### config.mk
export PLATFORM = sky130hd
export DESIGN_NAME = cntr_updn_param
export DESIGN_NICKNAME = d
export VERILOG_FILES = /design/src/rtl/cntr_pkg.sv /design/src/rtl/cntr_ns_logic.sv /design/src/rtl/cntr_updn_param.sv
export SDC_FILE = /design/constraint.sdc
export NUM_CORES = 1
export LEC_CHECK = 0
export CORE_ASPECT_RATIO = 1.25
export CORE_MARGIN = 2
export CORE_UTILIZATION = 49
export DETAILED_ROUTE_END_ITERATION = 7
export PLACE_DENSITY = 0.78
export REMOVE_ABC_BUFFERS = 1
export SETUP_SLACK_MARGIN = 0.3
export SLEW_MARGIN = 5
export SYNTH_ARGS = -nofsm -noshare
export SYNTH_HDL_FRONTEND = slang
export SYNTH_SLANG_ARGS = --single-unit
### constraint.sdc
create_clock -name clk -period 1.9 [get_ports clk]
set_input_delay 0.38 -clock clk [delete_from_list [all_inputs] [get_ports clk]]
set_output_delay 0.38 -clock clk [all_outputs]
set_load 0.005 [all_outputs]
### src/rtl/cntr_pkg.sv
// Shared definitions for the up/down/load counter: the FSM state width and
// the six legal state encodings. Codes 3'b110 and 3'b111 are illegal.
package cntr_pkg;

  localparam int STATE_W = 3;

  localparam logic [STATE_W-1:0] ST_IDLE = 3'b000;
  localparam logic [STATE_W-1:0] ST_LOAD = 3'b001;
  localparam logic [STATE_W-1:0] ST_INC  = 3'b010;
  localparam logic [STATE_W-1:0] ST_INC2 = 3'b011;
  localparam logic [STATE_W-1:0] ST_DEC  = 3'b100;
  localparam logic [STATE_W-1:0] ST_DEC2 = 3'b101;

endpackage : cntr_pkg

### src/rtl/cntr_ns_logic.sv
// Combinational next-state logic for the counter control FSM. Only called
// on enabled edges. Load wins over direction. Holding a direction alternates
// between the plain and the "2" state. Any illegal code falls back to IDLE.
module cntr_ns_logic
  import cntr_pkg::*;
(
  input  logic               load,
  input  logic               inc,
  input  logic [STATE_W-1:0] state,
  output logic [STATE_W-1:0] next_state
);

  // Next state: legal states follow load/inc; illegal states recover to IDLE.
  always_comb begin
    // NOTE: assign a default first so every path drives the output and no latch is inferred.
    next_state = ST_IDLE;
    case (state)
      ST_IDLE, ST_LOAD, ST_INC, ST_INC2, ST_DEC, ST_DEC2: begin
        if (load) begin
          next_state = ST_LOAD;
        end else if (inc) begin
          next_state = (state == ST_INC) ? ST_INC2 : ST_INC;
        end else begin
          next_state = (state == ST_DEC) ? ST_DEC2 : ST_DEC;
        end
      end
      default: next_state = ST_IDLE;
    endcase
  end

endmodule : cntr_ns_logic

### src/rtl/cntr_updn_param.sv
// Parametrised up/down/load counter. It holds the FSM state and count
// registers, a WIDTH+1 adder/subtractor whose top bit flags a boundary
// crossing, the wrap/saturate mux, a one-cycle overflow pulse and
// terminal-count decodes.
module cntr_updn_param
  import cntr_pkg::*;
#(
  parameter int WIDTH = 8,
  parameter int STEP  = 1
) (
  input  logic               clk,
  input  logic               reset_n,
  input  logic               en,
  input  logic               load,
  input  logic               inc,
  input  logic               sat_mode,
  input  logic [WIDTH-1:0]   d_in,
  output logic [WIDTH-1:0]   cnt,
  output logic [STATE_W-1:0] state,
  output logic               tc_max,
  output logic               tc_min,
  output logic               ovf
);

  localparam logic [WIDTH:0] STEP_EXT = (WIDTH + 1)'(STEP);

  logic [STATE_W-1:0] state_q, state_d;
  logic [STATE_W-1:0] next_state;
  logic [WIDTH-1:0]   cnt_q, cnt_d;
  logic               ovf_q, ovf_d;

  // The carry out of sum_up and the borrow out of diff_dn are the
  // up and down boundary detects.
  logic [WIDTH:0] sum_up;
  logic [WIDTH:0] diff_dn;

  assign sum_up  = {1'b0, cnt_q} + STEP_EXT;
  assign diff_dn = {1'b0, cnt_q} - STEP_EXT;

  cntr_ns_logic u_ns (
    .load       (load),
    .inc        (inc),
    .state      (state_q),
    .next_state (next_state)
  );

  // Next count, state and ovf. The count update depends on the state being entered.
  always_comb begin
    state_d = state_q;
    cnt_d   = cnt_q;
    ovf_d   = 1'b0;
    if (en) begin
      state_d = next_state;
      case (next_state)
        ST_LOAD: cnt_d = d_in;
        ST_INC, ST_INC2: begin
          if (sum_up[WIDTH]) begin
            cnt_d = sat_mode ? {WIDTH{1'b1}} : sum_up[WIDTH-1:0];
            ovf_d = 1'b1;
          end else begin
            cnt_d = sum_up[WIDTH-1:0];
          end
        end
        ST_DEC, ST_DEC2: begin
          if (diff_dn[WIDTH]) begin
            cnt_d = sat_mode ? {WIDTH{1'b0}} : diff_dn[WIDTH-1:0];
            ovf_d = 1'b1;
          end else begin
            cnt_d = diff_dn[WIDTH-1:0];
          end
        end
        default: cnt_d = cnt_q;  // IDLE, entered from an illegal code: hold
      endcase
    end
  end

  // State, count and ovf registers with synchronous active-low reset.
  always_ff @(posedge clk) begin
    // NOTE: non-blocking assignments so all registers update together from pre-edge values.
    if (!reset_n) begin
      state_q <= ST_IDLE;
      cnt_q   <= '0;
      ovf_q   <= 1'b0;
    end else begin
      state_q <= state_d;
      cnt_q   <= cnt_d;
      ovf_q   <= ovf_d;
    end
  end

  assign cnt    = cnt_q;
  assign state  = state_q;
  assign ovf    = ovf_q;
  assign tc_max = (cnt_q == {WIDTH{1'b1}});
  assign tc_min = (cnt_q == {WIDTH{1'b0}});

endmodule : cntr_updn_param

==> results.json, run 1 <==
{
  "rsz0062_at_grt": "yes",
  "min_period_over_period_pct": 93.7,
  "r2r-start": "cnt[0]",
  "critPathRequiredTime_ns": 2.05,
  "dr.pass1.iters": 4,
  "timing.reg2reg.worst_path_depth": 9,
  "timing.final.crit_period_ns": 1.78,
  "worstSkewPairLatency_ns": 0.28,
  "cts.sinks": 12,
  "grt_usage_pct": 29.0,
  "setup_ws_ns": 0.119,
  "combPwrFrac_pct": 47.7,
  "die-area_sq_um": 2690,
  "setup_tns_ns": 0,
  "r2r-end": "cnt[2]",
  "final_cell_area_sq_um": 1730,
  "yosys_warnings": 0,
  "arrival_ns": 1.93,
  "ys_seq_area_share_pct": 21.5,
  "power_frac_seq_pct": 33.6,
  "synth_enable_flop_cells": 0,
  "hold_class": "reg -> reg",
  "rows": 19,
  "antenna_found_initial": 0,
  "io_pins": 28,
  "diodes": 0,
  "finish.utilization_pct": 79.2,
  "die_x_microns": 46.8,
  "synth_cell_types": 56,
  "intPower_mw": 0.574,
  "die_h_microns": 57.5,
  "leakage_nw": 0.716,
  "slew_headroom_pct": 66.8,
  "critPathCaptureType": "flop",
  "wire_per_inst_microns": 18.0,
  "drc_errors": 0,
  "gp_congestion": 0.871,
  "hold_ws_ns": 0.544,
  "vdd_drop_max_uv": 346,
  "synth_area_sq_um": 1120,
  "path_class": "reg -> reg",
  "synth-seq-cells": 12,
  "powerDensity_nw_per_um2": 505,
  "first_iter_violations": 76,
  "dp_worst_setup_slack_ns": 0.00772,
  "synth.largest_area_cell": "dfxtp_1",
  "cts_tree": "done",
  "min_path_cells": 1,
  "worstSetupStartpointType": "flop",
  "avgViaCountPerCell": 6.33,
  "port_buffers": 27,
  "vias": 1379,
  "max_freq_ghz": 0.562,
  "final_antenna_net_count": 0,
  "worst_slew_pin_slew_ns": 0.497,
  "cp_max_fo": 6,
  "grt_pass1_vias": 1327,
  "async_reset_ff_share_pct": 0,
  "fp.coreArea_sq_um": 2190,
  "hold_violations": 0,
  "synthesis.instances": 133,
  "swShare_pct": 34.4,
  "drive_gt1_share_pct": 38.5,
  "final-max-slew-violation-count": 0,
  "area_growth_pct": 54.7,
  "clk_pin_slew_worst_paths_ns": 0.08,
  "hp-start": "state[0]",
  "yosys.area.top_type_share_pct": 21.5,
  "htree_levels": 1,
  "cap_viol_max_count": 0,
  "dp_hpwl_mm": 2.54,
  "setup_viol": 0,
  "postCtsHoldBufs": 0,
  "cts_root_buf": "clkbuf_4",
  "start_util_pct": 51.2,
  "power_frac_clock_pct": 18.7,
  "power_switching_mw": 0.301,
  "wirelength_mm": 3.93,
  "syn-mean-instance-area_sq_um": 8.42,
  "nNetsFinal": 205,
  "clock_skew_ns": 0.00770,
  "cts_buffers": 3,
  "ff2ff_setup_slack_ns": 0.12,
  "dpl-instance-area_sq_um": 1500,
  "holdPathEnd": "state[0]",
  "grt-ovfl-total": 0,
  "status": "finished clean",
  "ys.flop_type": "dfxtp_1",
  "grt_max_degree": 15,
  "grt_pass1_wl_mm": 5.80,
  "cts_buffer_depth": 2,
  "synth_area_leaders": "dfxtp_1 21%, buf_6 6.0%, a21oi_1 4.9%"
}
-- cells in the final DEF, fill, tap and decap left out, types with 3 or more instances in the layout --
cell	n
o211ai_1	4
nand3_1	4
a31oi_1	4
buf_4	29
and3_1	3
nand2_1	4
nor2_1	5
nand4_1	4
a21oi_1	10
dfxtp_4	7
clkbuf_4	3
and2_1	5
dlygate4sd2_1	5
o21ai_0	8
nor2b_1	3
clkdlybuf4s50_1	19
buf_6	6
inv_1	3
dfxtp_2	3
-- area by class of cell --
type,instances,area (sq um)
clock buffers,3,22.5
fillers,155,454
inverters,5,18.8
multi-input cells,104,818
flip-flops and latches,12,270
well taps,31,38.8
repair buffers,63,564
-- worst max path at each step --
stage                 from      to  slack (ns)  depth (start not counted)
CTS                 cnt[1]  cnt[6]        0.17                          8
detailed placement     inc  cnt[4]       0.008                          5
finish              cnt[0]  cnt[2]        0.12                          9
floorplan           cnt[0]  cnt[6]        0.12                          6
global route        cnt[0]  cnt[2]        0.09                          9
global placement       inc  cnt[4]        0.05                          5
-- synthesized netlist by cell type, types with 3 or more instances --
cell	n
nand2_1	4
nor2_1	6
and2_1	6
nand4_1	4
o211ai_1	4
a21oi_1	11
inv_1	5
a31oi_1	4
nand3_1	4
and3_1	3
dfxtp_1	12
o21ai_0	8
buf_6	6
nor2b_1	3
-- power by group through the flow --
stage,clock network (mW),logic [mW],registers (mW)
3_3_place_gp,0,0.323,0.301
2_1_floorplan,0,0.143,0.313
4_1_cts,0.164,0.375,0.296
6_report,0.164,0.417,0.294
3_5_place_dp,0,0.330,0.302
5_1_grt,0.179,0.442,0.296
-- worst max-delay path, stage by stage, from the launching register on --
cell	delay, ns
dfxtp_2	0.34
inv_2	0.06
ha_4	0.13
nor3b_4	0.21
buf_4	0.15
buf_6	0.12
a31oi_4	0.10
buf_6	0.15
a222oi_1	0.29
a21oi_1	0.10
-- registers in the layout, indices dropped and copies added (netlist names) --
signal / cells
cnt: 8
state: 3
ovf: 1
-- metal layers --
metal	vias to the layer above	track usage (%)	wire (microns)
met1	669	34.2	1500
met2	64	50.9	2100
li1	630	-	-
met3	16	3.80	196
met4	0	10.7	133
met5	-	0	0
-- timing repair --
action | CTS | global route
setup endpoints to repair | 19 | 15
pin swaps | 15 | 12
setup buffers | 8 | 4
resized for setup | 43 | 10
-- cells by family (layout without fill, tap and decap cells) --
kind of cell	Yosys count	count (layout)	share of synthesized area (%)
simple gates	43	43	25.9
compound gates	57	57	37.5
buf+inv	17	71	11.1
flops	12	12	21.5
fa+ha+maj	2	2	2.23
mux	2	2	1.79
-- stage by stage --
| stage | cells | total power, mW |
|---|---|---|
| after floorplan | 121 | 0.456 |
| after global placement | 203 | 0.624 |
| after detailed placement | 203 | 0.632 |
| after CTS | 214 | 0.834 |
| after global routing | 218 | 0.917 |
| final | 218 | 0.875 |
No activity file was read; power rests on OpenSTA's default activity.
==> run 2, diff against run 1 <==
--- a/config.mk
+++ b/config.mk
@@ -9,6 +9,7 @@
 export CORE_MARGIN = 2
 export CORE_UTILIZATION = 49
 export DETAILED_ROUTE_END_ITERATION = 7
+export GPL_TIMING_DRIVEN = 0
 export PLACE_DENSITY = 0.78
 export REMOVE_ABC_BUFFERS = 1
 export SETUP_SLACK_MARGIN = 0.3
==> results.json, run 2 (same netlist as run 1, synthesis figures left out) <==
{
  "status": "finished clean",
  "grt_pass1_vias": 1221,
  "dpl-instance-area_sq_um": 1320,
  "hp-start": "state[0]",
  "cts_root_buf": "clkbuf_4",
  "port_buffers": 27,
  "drive_gt1_share_pct": 38.6,
  "path_class": "reg -> reg",
  "critPathCaptureType": "flop",
  "cts.sinks": 12,
  "final_cell_mix": "30 x buf_4, 16 x clkdlybuf4s50_1, 11 x a21oi_1",
  "dpl.cell_count": 179,
  "grt_max_degree": 17,
  "area_growth_pct": 58.1,
  "cp_max_fo": 3,
  "crit_path_start": "cnt[1]",
  "nNetsFinal": 207,
  "fill_cells": 132,
  "setup_tns_ns": 0,
  "r2r-start": "cnt[1]",
  "largest_reg_flops": 8,
  "cts_buffer_depth": 2,
  "diodes": 0,
  "worst_slew_pin_slew_ns": 0.484,
  "min_period_over_period_pct": 93.0,
  "wire_per_inst_microns": 19.3,
  "max_freq_ghz": 0.566,
  "vias": 1431,
  "grt_usage_pct": 27.8,
  "die_x_microns": 46.8,
  "die_h_microns": 57.5,
  "gp_congestion": 0.830,
  "critPathRequiredTime_ns": 2.11,
  "setup_viol": 0,
  "avgViaCountPerCell": 6.50,
  "final_antenna_net_count": 0,
  "cts_buffers": 3,
  "clock_skew_ns": 0.00914,
  "final-max-slew-violation-count": 0,
  "arrival_ns": 1.98,
  "worstSkewPairLatency_ns": 0.28,
  "grt_pass1_wl_mm": 5.44,
  "cap_viol_max_count": 0,
  "hold_class": "reg -> reg",
  "dr.pass1.iters": 7,
  "postCtsHoldBufs": 0,
  "drc_errors": 0,
  "grt-ovfl-total": 0,
  "worstSetupStartpointType": "flop",
  "first_iter_violations": 77,
  "instances_no_fill": 220,
  "dp_hpwl_mm": 2.08,
  "rsz0062_at_grt": "yes",
  "antenna_found_initial": 0,
  "timing.final.crit_period_ns": 1.77,
  "rows": 19,
  "leakage_nw": 0.770,
  "hold_violations": 0,
  "start_util_pct": 51.2,
  "vdd_drop_max_uv": 399,
  "cts_tree": "done",
  "layout_commonest_cell": "buf_4",
  "power.total_mw": 0.883,
  "slew_headroom_pct": 67.6,
  "clk_pin_slew_worst_paths_ns": 0.09,
  "powerDensity_nw_per_um2": 499,
  "io_pins": 28,
  "final_cell_area_sq_um": 1770,
  "fp.coreArea_sq_um": 2190,
  "wirelength_mm": 4.25,
  "die-area_sq_um": 2690,
  "htree_levels": 1
}
run 2: cell count changes in the layout (fill, tap and decap cells not counted), sizes merged:
cell,delta
dlymetal6s2s,+3
clkdlybuf4s50,-3
clkdlybuf4s15,+1
clkbuf,+3
dlygate4sd2,-1
buf,-1
run 2: final cells by class:
class	count	area, sq um	area share (%)
inverters	5	21.3	1.20
well taps	31	38.8	2.19
flip-flops and latches	12	278	15.7
clock buffers	3	22.5	1.27
multi-input cells	104	831	46.9
repair buffers	65	579	32.7
run 2: worst max-delay path, stage by stage, from the launching register on:
cell and delay, ns:
dfxtp_4 0.37, inv_4 0.06, ha_4 0.13, buf_4 0.11
or3b_1 0.36, a2111oi_1 0.40, a221oi_1 0.11, a21oi_1 0.16
run 2: final timing paths:
| path | endpoint | slack (ns) | cells after the start |
|---|---|---|---|
| max | cnt[4] | 0.13 | 7 |
| max reg2reg | cnt[4] | 0.13 | 7 |
| min | state[0] | 0.55 | 1 |
| min reg2reg | state[0] | 0.55 | 1 |
run 2: where the power goes:
group          switching [mW]  leakage (nW)  internal [mW]  total [mW]
Combinational           0.187         0.650          0.228       0.415
Clock                  0.0979        0.0138         0.0736       0.172
Sequential             0.0306         0.106          0.266       0.297
run 2: metal layers:
metal  vias to the layer above  part of all wire [%]  GRT usage, %  wire length (microns)
li1                        640                     -             -                      -
met1                       691                    39          35.5                   1640
met2                        83                    51          46.6                   2170
met3                        17                   7.8          3.80                    332
met4                         0                   2.5          8.73                    105
met5                         -                     0             0                      0
run 2: metrics by stage:
step	hold slack [ns]	setup WS (ns)	util, %
finish	0.550	0.134	80.9
detailed placement	0.527	-0.538	60.5
floorplan	0.456	0.118	-
global route	0.564	0.0567	80.9
CTS	0.545	0.227	72.4
global placement	0.507	-0.430	60.5
run 2: what timing repair did:
action / CTS / global route
endpoints found under the setup margin: 23 / 16
hold endpoints to repair: 0 / 0
buffers inserted: 20 / 18
pin swaps: 14 / 7
resized for setup: 50 / 10
